[config.mk]
export PLATFORM = sky130hd
export DESIGN_NAME = ecore_lsu_flat
export DESIGN_NICKNAME = d
export VERILOG_FILES = /design/src/rtl/ecore_lsu_if.sv /design/src/rtl/ecore_lsu.sv /design/src/flat_wrapper.sv
export SDC_FILE = /design/constraint.sdc
export NUM_CORES = 1
export LEC_CHECK = 0
export BUFFER_PORTS_ARGS = -buffer_cell sky130_fd_sc_hd__buf_2
export CORE_MARGIN = 10
export CORE_UTILIZATION = 50
export CTS_CLUSTER_SIZE = 20
export DETAILED_ROUTE_END_ITERATION = 8
export PLACE_DENSITY = 0.8
export SLEW_MARGIN = 20
export SYNTH_ARGS = -nofsm -noshare
export SYNTH_HDL_FRONTEND = slang
export SYNTH_SLANG_ARGS = --single-unit
[constraint.sdc]
create_clock -name i_clk -period 2.9 [get_ports i_clk]
set_input_delay 0.58 -clock i_clk [delete_from_list [all_inputs] [get_ports i_clk]]
set_output_delay 0.58 -clock i_clk [all_outputs]
set_load 0.01 [all_outputs]
[src/rtl/ecore_lsu_if.sv]
`default_nettype none
// ============================================================================
// ecore_lsu_if : execute-stage request/response and data-RAM port bundle
// Revision     : 1.0
// ============================================================================
interface ecore_lsu_if #(
    parameter int ADDR_BITS = 30
);
    logic                 i_req_valid;
    logic                 o_req_ready;
    logic                 i_req_store;
    logic [2:0]           i_req_funct3;
    logic [31:0]          i_req_addr;
    logic [31:0]          i_req_wdata;
    logic                 o_resp_valid;
    logic [31:0]          o_resp_rdata;
    logic                 o_resp_fault;
    logic [ADDR_BITS-1:0] o_ram_addr;
    logic                 o_ram_we;
    logic [31:0]          o_ram_wdata;
    logic [31:0]          i_ram_rdata;

    modport slave (
        input  i_req_valid, i_req_store, i_req_funct3, i_req_addr, i_req_wdata, i_ram_rdata,
        output o_req_ready, o_resp_valid, o_resp_rdata, o_resp_fault,
               o_ram_addr, o_ram_we, o_ram_wdata
    );

    modport master (
        output i_req_valid, i_req_store, i_req_funct3, i_req_addr, i_req_wdata, i_ram_rdata,
        input  o_req_ready, o_resp_valid, o_resp_rdata, o_resp_fault,
               o_ram_addr, o_ram_we, o_ram_wdata
    );
endinterface
`default_nettype wire

[src/rtl/ecore_lsu.sv]
`default_nettype none
// ============================================================================
// ecore_lsu : byte-addressed load/store unit over a word-wide RAM (RMW stores)
// Revision  : 1.0
// ============================================================================
module ecore_lsu #(
    parameter int ADDR_BITS = 30
) (
    input  wire logic    i_clk,
    input  wire logic    i_rst,
    ecore_lsu_if.slave   bus
);
    typedef enum logic [2:0] {
        ST_IDLE  = 3'd0,
        ST_READ  = 3'd1,
        ST_WAIT  = 3'd2,
        ST_WRITE = 3'd3,
        ST_RESP  = 3'd4
    } state_t;

    localparam logic [2:0] c_F3_B  = 3'b000;
    localparam logic [2:0] c_F3_H  = 3'b001;
    localparam logic [2:0] c_F3_W  = 3'b010;
    localparam logic [2:0] c_F3_BU = 3'b100;
    localparam logic [2:0] c_F3_HU = 3'b101;

    state_t      r_state;
    state_t      w_next;
    logic        r_store;
    logic [2:0]  r_funct3;
    logic [31:0] r_addr;
    logic [31:0] r_wbuf;
    logic [31:0] r_result;
    logic        r_fault;

    logic        w_accept;
    logic        w_req_fault;
    logic        w_ready;
    logic        w_resp_valid;
    logic        w_we;
    logic [31:0] w_wdata;
    logic [31:0] w_shift;
    logic [7:0]  w_byte;
    logic [15:0] w_half;
    logic [31:0] w_load;
    logic [31:0] w_merged;

    assign w_accept = (r_state == ST_IDLE) && bus.i_req_valid;

    always_comb begin
        w_req_fault = 1'b0;
        if (bus.i_req_store) begin
            if (bus.i_req_funct3[2] || (bus.i_req_funct3[1:0] == 2'b11)) begin
                w_req_fault = 1'b1;
            end
        end else begin
            if ((bus.i_req_funct3 == 3'b011) || (bus.i_req_funct3[2:1] == 2'b11)) begin
                w_req_fault = 1'b1;
            end
        end
        if ((bus.i_req_funct3[1:0] == 2'b01) && bus.i_req_addr[0]) begin
            w_req_fault = 1'b1;
        end
        if ((bus.i_req_funct3[1:0] == 2'b10) && (bus.i_req_addr[1:0] != 2'b00)) begin
            w_req_fault = 1'b1;
        end
    end

    always_ff @(posedge i_clk) begin
        if (i_rst) begin
            r_state <= ST_IDLE;
        end else begin
            r_state <= w_next;
        end
    end

    always_comb begin
        w_next       = r_state;
        w_ready      = 1'b0;
        w_resp_valid = 1'b0;
        w_we         = 1'b0;
        w_wdata      = 32'd0;
        case (r_state)
            ST_IDLE: begin
                w_ready = 1'b1;
                if (bus.i_req_valid) begin
                    if (w_req_fault) begin
                        w_next = ST_RESP;
                    end else if (bus.i_req_store && (bus.i_req_funct3 == c_F3_W)) begin
                        w_next = ST_WRITE;
                    end else begin
                        w_next = ST_READ;
                    end
                end
            end
            ST_READ:  w_next = ST_WAIT;
            ST_WAIT:  w_next = r_store ? ST_WRITE : ST_RESP;
            ST_WRITE: begin
                w_we    = 1'b1;
                w_wdata = r_wbuf;
                w_next  = ST_RESP;
            end
            ST_RESP: begin
                w_resp_valid = 1'b1;
                w_next       = ST_IDLE;
            end
            default:  w_next = ST_IDLE;
        endcase
    end

    // Lane selection for loads, lane merge for sub-word stores.
    assign w_shift = bus.i_ram_rdata >> {r_addr[1:0], 3'b000};
    assign w_byte  = w_shift[7:0];
    assign w_half  = r_addr[1] ? bus.i_ram_rdata[31:16] : bus.i_ram_rdata[15:0];

    always_comb begin
        case (r_funct3)
            c_F3_B:  w_load = {{24{w_byte[7]}}, w_byte};
            c_F3_H:  w_load = {{16{w_half[15]}}, w_half};
            c_F3_BU: w_load = {24'd0, w_byte};
            c_F3_HU: w_load = {16'd0, w_half};
            default: w_load = bus.i_ram_rdata;
        endcase
    end

    always_comb begin
        w_merged = bus.i_ram_rdata;
        if (r_funct3 == c_F3_H) begin
            if (r_addr[1]) begin
                w_merged[31:16] = r_wbuf[15:0];
            end else begin
                w_merged[15:0] = r_wbuf[15:0];
            end
        end else begin
            case (r_addr[1:0])
                2'd0:    w_merged[7:0]   = r_wbuf[7:0];
                2'd1:    w_merged[15:8]  = r_wbuf[7:0];
                2'd2:    w_merged[23:16] = r_wbuf[7:0];
                default: w_merged[31:24] = r_wbuf[7:0];
            endcase
        end
    end

    // r_wbuf holds raw store data until a sub-word store merges it into the read word.
    always_ff @(posedge i_clk) begin
        if (i_rst) begin
            r_store  <= 1'b0;
            r_funct3 <= 3'd0;
            r_addr   <= 32'd0;
            r_wbuf   <= 32'd0;
            r_result <= 32'd0;
            r_fault  <= 1'b0;
        end else if (w_accept) begin
            r_store  <= bus.i_req_store;
            r_funct3 <= bus.i_req_funct3;
            r_addr   <= bus.i_req_addr;
            r_wbuf   <= bus.i_req_wdata;
            r_result <= 32'd0;
            r_fault  <= w_req_fault;
        end else if (r_state == ST_WAIT) begin
            if (r_store) begin
                r_wbuf <= w_merged;
            end else begin
                r_result <= w_load;
            end
        end
    end

    assign bus.o_req_ready  = w_ready & ~i_rst;
    assign bus.o_resp_valid = w_resp_valid & ~i_rst;
    assign bus.o_resp_rdata = (w_resp_valid && !i_rst) ? r_result : 32'd0;
    assign bus.o_resp_fault = w_resp_valid & r_fault & ~i_rst;
    assign bus.o_ram_addr   = i_rst ? {ADDR_BITS{1'b0}} : r_addr[ADDR_BITS+1:2];
    assign bus.o_ram_we     = w_we & ~i_rst;
    assign bus.o_ram_wdata  = i_rst ? 32'd0 : w_wdata;
endmodule
`default_nettype wire

[src/flat_wrapper.sv]
// flat-port wrapper written by rule: the top's interface ports become plain ports
module ecore_lsu_flat 
#(
    parameter int ADDR_BITS = 30
)
  (i_clk, i_rst, bus_i_req_valid, bus_i_req_store, bus_i_req_funct3, bus_i_req_addr, bus_i_req_wdata, bus_i_ram_rdata, bus_o_req_ready, bus_o_resp_valid, bus_o_resp_rdata, bus_o_resp_fault, bus_o_ram_addr, bus_o_ram_we, bus_o_ram_wdata);
  ecore_lsu_if #(.ADDR_BITS(ADDR_BITS)) bus_i ();
  input  wire logic i_clk;
  input  wire logic i_rst;
  input wire logic [$bits(bus_i.i_req_valid)-1:0] bus_i_req_valid;
  input wire logic [$bits(bus_i.i_req_store)-1:0] bus_i_req_store;
  input wire logic [$bits(bus_i.i_req_funct3)-1:0] bus_i_req_funct3;
  input wire logic [$bits(bus_i.i_req_addr)-1:0] bus_i_req_addr;
  input wire logic [$bits(bus_i.i_req_wdata)-1:0] bus_i_req_wdata;
  input wire logic [$bits(bus_i.i_ram_rdata)-1:0] bus_i_ram_rdata;
  output wire logic [$bits(bus_i.o_req_ready)-1:0] bus_o_req_ready;
  output wire logic [$bits(bus_i.o_resp_valid)-1:0] bus_o_resp_valid;
  output wire logic [$bits(bus_i.o_resp_rdata)-1:0] bus_o_resp_rdata;
  output wire logic [$bits(bus_i.o_resp_fault)-1:0] bus_o_resp_fault;
  output wire logic [$bits(bus_i.o_ram_addr)-1:0] bus_o_ram_addr;
  output wire logic [$bits(bus_i.o_ram_we)-1:0] bus_o_ram_we;
  output wire logic [$bits(bus_i.o_ram_wdata)-1:0] bus_o_ram_wdata;
  assign bus_i.i_req_valid = bus_i_req_valid;
  assign bus_i.i_req_store = bus_i_req_store;
  assign bus_i.i_req_funct3 = bus_i_req_funct3;
  assign bus_i.i_req_addr = bus_i_req_addr;
  assign bus_i.i_req_wdata = bus_i_req_wdata;
  assign bus_i.i_ram_rdata = bus_i_ram_rdata;
  assign bus_o_req_ready = bus_i.o_req_ready;
  assign bus_o_resp_valid = bus_i.o_resp_valid;
  assign bus_o_resp_rdata = bus_i.o_resp_rdata;
  assign bus_o_resp_fault = bus_i.o_resp_fault;
  assign bus_o_ram_addr = bus_i.o_ram_addr;
  assign bus_o_ram_we = bus_i.o_ram_we;
  assign bus_o_ram_wdata = bus_i.o_ram_wdata;
  ecore_lsu #(.ADDR_BITS(ADDR_BITS)) u_core (.i_clk(i_clk), .i_rst(i_rst), .bus(bus_i));
endmodule
==> reports/results.md <==
| Item | Value |
|:---|:---|
| Class of the tightest hold or removal check | register to register |
| Worst Setup Start Kind | register |
| Critical path class | register to output port |
| Primary flip-flop cell chosen by synthesis mapping | sky130_fd_sc_hd__dfxtp_1 |
| Result of the run | complete, no violations |
| Crit-path max cell delay | 0.59 ns |
| Final GP Congestion | 0.937 |
| Post-synthesis cell area | 5680 um2 |
| Arrival time of the worst setup path | 2.05 ns |
| Overall routed net length | 18900 um |
| Fraction of final layout cells with drive strength greater than 1 | 28.6% |
| Total number of clock tree sinks | 104 |
| Pin count of the biggest net entering global routing | 52 |
| Clock slew seen by the registers of the worst setup and hold paths | 0.08 ns |
| Skew-Pair Late Insertion Delay | 0.35 ns |
| Slowest stage cell, crit path | sky130_fd_sc_hd__dfxtp_1 |
| Die area | 16000 um2 |
| Number of max-slew violations in the final report | 0 |
| Portion of the clock cycle consumed by the worst path in the final layout | 90.6% |
| Cell Chain, Critical Path | nand2_1 > nor3_2 > buf_4 > and2_1 > buf_2 |
| Register cell area after layout | 2080 um2 |
| Root buffer cell | sky130_fd_sc_hd__clkbuf_16 |
| Total global routing track utilization | 22.5% |
| Endpoint kind of the worst setup timing path | output port |
| Most common cell after layout, fill and taps aside | sky130_fd_sc_hd__buf_2 |
| Yosys synthesis warning count | 0 |
| Placed cell areas | 6730 um2 |
| HPWL after detailed placement | 14300 um |
| Leakage dissipation | 3.10 nW |
| Routed length per placed instance | 18.1 um |
| Layout Area Growth over Synthesis | 24.4% |
| Number of DRC violations after detailed routing | 0 |
| Overall Power | 0.00361 W |
| Post-layout instance area | 7060 um2 |
| Number of filler cells placed in the layout | 966 |
| Setup skew after layout | 0.00852 ns |
| Max-capacitance violation count | 0 |
| Max Freq | 0.381 GHz |
| Net count of the mapped netlist | 835 |
| Post-layout net count | 1000 |
| Hold Path Stages | 2 |
| Post-cts repair resize count | 0 |
| Initial antenna violation count | 0 |
| Unrepaired setup endpoints after global routing | false |
| FFs w/ async S/R, synth | 0% |
| Final setup margin | 0.273 ns |
| Count of buffers from port buffering | 200 |
| Vias per std cell | 5.69 |
| Core area | 11000 um2 |
| Synthesized flop and latch total | 104 |
| DR vias | 5934 |
| Count of placed standard cells including taps | 1026 |
| Horizontal die dimension | 127 um |
| Number of buffers inserted to repair setup after CTS | 0 |
| Critical-path maximum fanout | 25 |
| Part of the Yosys area used for sequential elements | 36.7% |
| Worst slew pin tran | 0.934 ns |
| First-pass GRT wire length | 30000 um |
| Maximum vdd drop | 0.529 mV |
| Number of buffers created by CTS | 9 |
| Y dimension of the die | 127 um |
| Fin. Hold Viols | 0 |
| EDFF count, synth | 0 |
| Initial standard-cell utilization of the core | 51.7% |
| Total of endpoints with negative setup slack in the final report | 0 |
| Slew HR | 37.6% |
| Number of global-route vias before repair | 5708 |
| Number of buffers inserted by hold repair at cts | 0 |
| Leading cell types in the layout, fill and taps excluded | 199 x sky130_fd_sc_hd__buf_2, 106 x sky130_fd_sc_hd__nand2_1, 104 x sky130_fd_sc_hd__dfxtp_1 |
| Multi-input gate area | 3240 um2 |
| CP required | 2.32 ns |
| Post-layout min period | 2.63 ns |
| Depth of the worst register-to-register path | 5 |
| Site row count | 38 |
| Initial detailed-routing violation count | 641 |
| IO Pins | 201 |
| Dpl ws | 0.651 ns |
| H-tree depth | 3 |
| Fin cells | 1043 |
| Residual antenna-violating net count after detailed routing | 0 |
| Post-synthesis cell count | 732 |
| TritonCTS clock tree | done |
| Final-layout setup total negative slack | 0 ns |
| Longest Clk Path Bufs | 2 |
| 1st-pass router iterations | 6 |
| Mean cell area of the mapped netlist | 7.76 um2 |
| Cell area power density | 511 nW/um2 |
| Netlist cell types | 53 |
| Aggregate global routing overflow | 0 |
[logic make-up (layout without fill, tap and decap cells)]
kind of cell           count (synthesis)  count (layout)  share of synthesized area, %
AO/OA/AOI/OAI                        204             204                          22.2
AND/OR/NAND/NOR                      304             304                          28.0
multiplexers                          35              35                          6.61
other                                  0               1                             0
buffers and inverters                 85             255                          6.48
flip-flops                           104             104                          36.7
[layer usage]
metal	part of all wire (%)	routed length, um	vias to the layer above	GRT usage (%)
met3	14	2640	36	10.0
li1	-	-	2870	-
met4	2.4	450	0	7.57
met5	0	0	-	0
met2	44	8330	326	34.4
met1	39	7440	2702	27.6
[cells in the mapped netlist (2+ instances only)]
library cell / n / area (um2)
sky130_fd_sc_hd__and3_1: 2 / 12.5
sky130_fd_sc_hd__mux2_2: 10 / 113
sky130_fd_sc_hd__o221ai_1: 8 / 70.1
sky130_fd_sc_hd__a221o_1: 6 / 60.1
sky130_fd_sc_hd__nand2b_1: 12 / 75.1
sky130_fd_sc_hd__a21o_1: 4 / 30.0
sky130_fd_sc_hd__nor3_1: 11 / 55.1
sky130_fd_sc_hd__dfxtp_1: 104 / 2080
sky130_fd_sc_hd__or3_1: 5 / 31.3
sky130_fd_sc_hd__a211oi_1: 9 / 67.6
sky130_fd_sc_hd__o22ai_1: 7 / 43.8
sky130_fd_sc_hd__nor2b_1: 32 / 200
sky130_fd_sc_hd__nand2_1: 106 / 398
sky130_fd_sc_hd__a21oi_1: 101 / 505
sky130_fd_sc_hd__a211o_1: 2 / 17.5
sky130_fd_sc_hd__a221oi_1: 2 / 17.5
sky130_fd_sc_hd__nand3b_1: 9 / 67.6
sky130_fd_sc_hd__buf_1: 5 / 18.8
sky130_fd_sc_hd__nor2_1: 41 / 154
sky130_fd_sc_hd__and2_1: 57 / 357
sky130_fd_sc_hd__a32o_1: 8 / 80.1
sky130_fd_sc_hd__mux2i_1: 24 / 240
sky130_fd_sc_hd__nand3_1: 6 / 30.0
sky130_fd_sc_hd__o21ai_0: 34 / 170
sky130_fd_sc_hd__inv_1: 20 / 75.1
sky130_fd_sc_hd__a311oi_1: 8 / 70.1
sky130_fd_sc_hd__buf_6: 3 / 33.8
sky130_fd_sc_hd__clkbuf_1: 38 / 143
sky130_fd_sc_hd__buf_2: 17 / 85.1
sky130_fd_sc_hd__o31ai_1: 9 / 67.6
sky130_fd_sc_hd__nor4_1: 10 / 62.6
[state kept, by name, indices dropped and copies added (netlist names)]
register and cells:
u_core.r_addr 32, u_core.r_fault 1, u_core.r_funct3 3, u_core.r_result 32, u_core.r_state 3, u_core.r_store 1
u_core.r_wbuf 32
[report_power, final]
part           internal, W  leakage [nW]  switching [W]
Combinational     0.000272          2.10       0.000407
Clock             0.000766         0.153       0.000572
Sequential         0.00152         0.851      0.0000706
Total              0.00256          3.10        0.00105
[metrics by stage]
step / hold WS (ns) / utilization, %
floorplan: 0.427 / -
global placement: 0.437 / 61.3
detailed placement: 0.442 / 61.3
CTS: 0.452 / 64.3
global route: 0.459 / 64.3
finish: 0.450 / 64.3
[final timing paths]
| check | slack [ns] | endpoint | start |
|---|---|---|---|
| worst max register to register | 0.67 | u_core.r_result[9] | u_core.r_state[1] |
| worst min-delay path | 0.45 | u_core.r_addr[29] | u_core.r_addr[29] |
| worst max-delay path | 0.27 | bus_o_ram_wdata[7] | u_core.r_state[0] |
| worst min register to register | 0.45 | u_core.r_addr[29] | u_core.r_addr[29] |
[final cells by class]
| class | count | area share (%) |
|---|---|---|
| multi-input cells | 543 | 45.9 |
| flip-flops and latches | 104 | 29.5 |
| repair buffers | 219 | 16.4 |
| clock buffers | 9 | 3.19 |
| well taps | 140 | 2.48 |
| clock inverters | 7 | 1.44 |
| inverters | 20 | 1.06 |
| diodes | 1 | 0.0354 |
[worst max-delay path: cells and delay by family, from the launching register on]
| family | cells | cell delay (ns) |
|---|---|---|
| buffers and inverters | 2 | 0.38 |
| and+or+nand+nor | 3 | 0.70 |
| DFF | 1 | 0.59 |
Power figures use the tool's default switching activity.
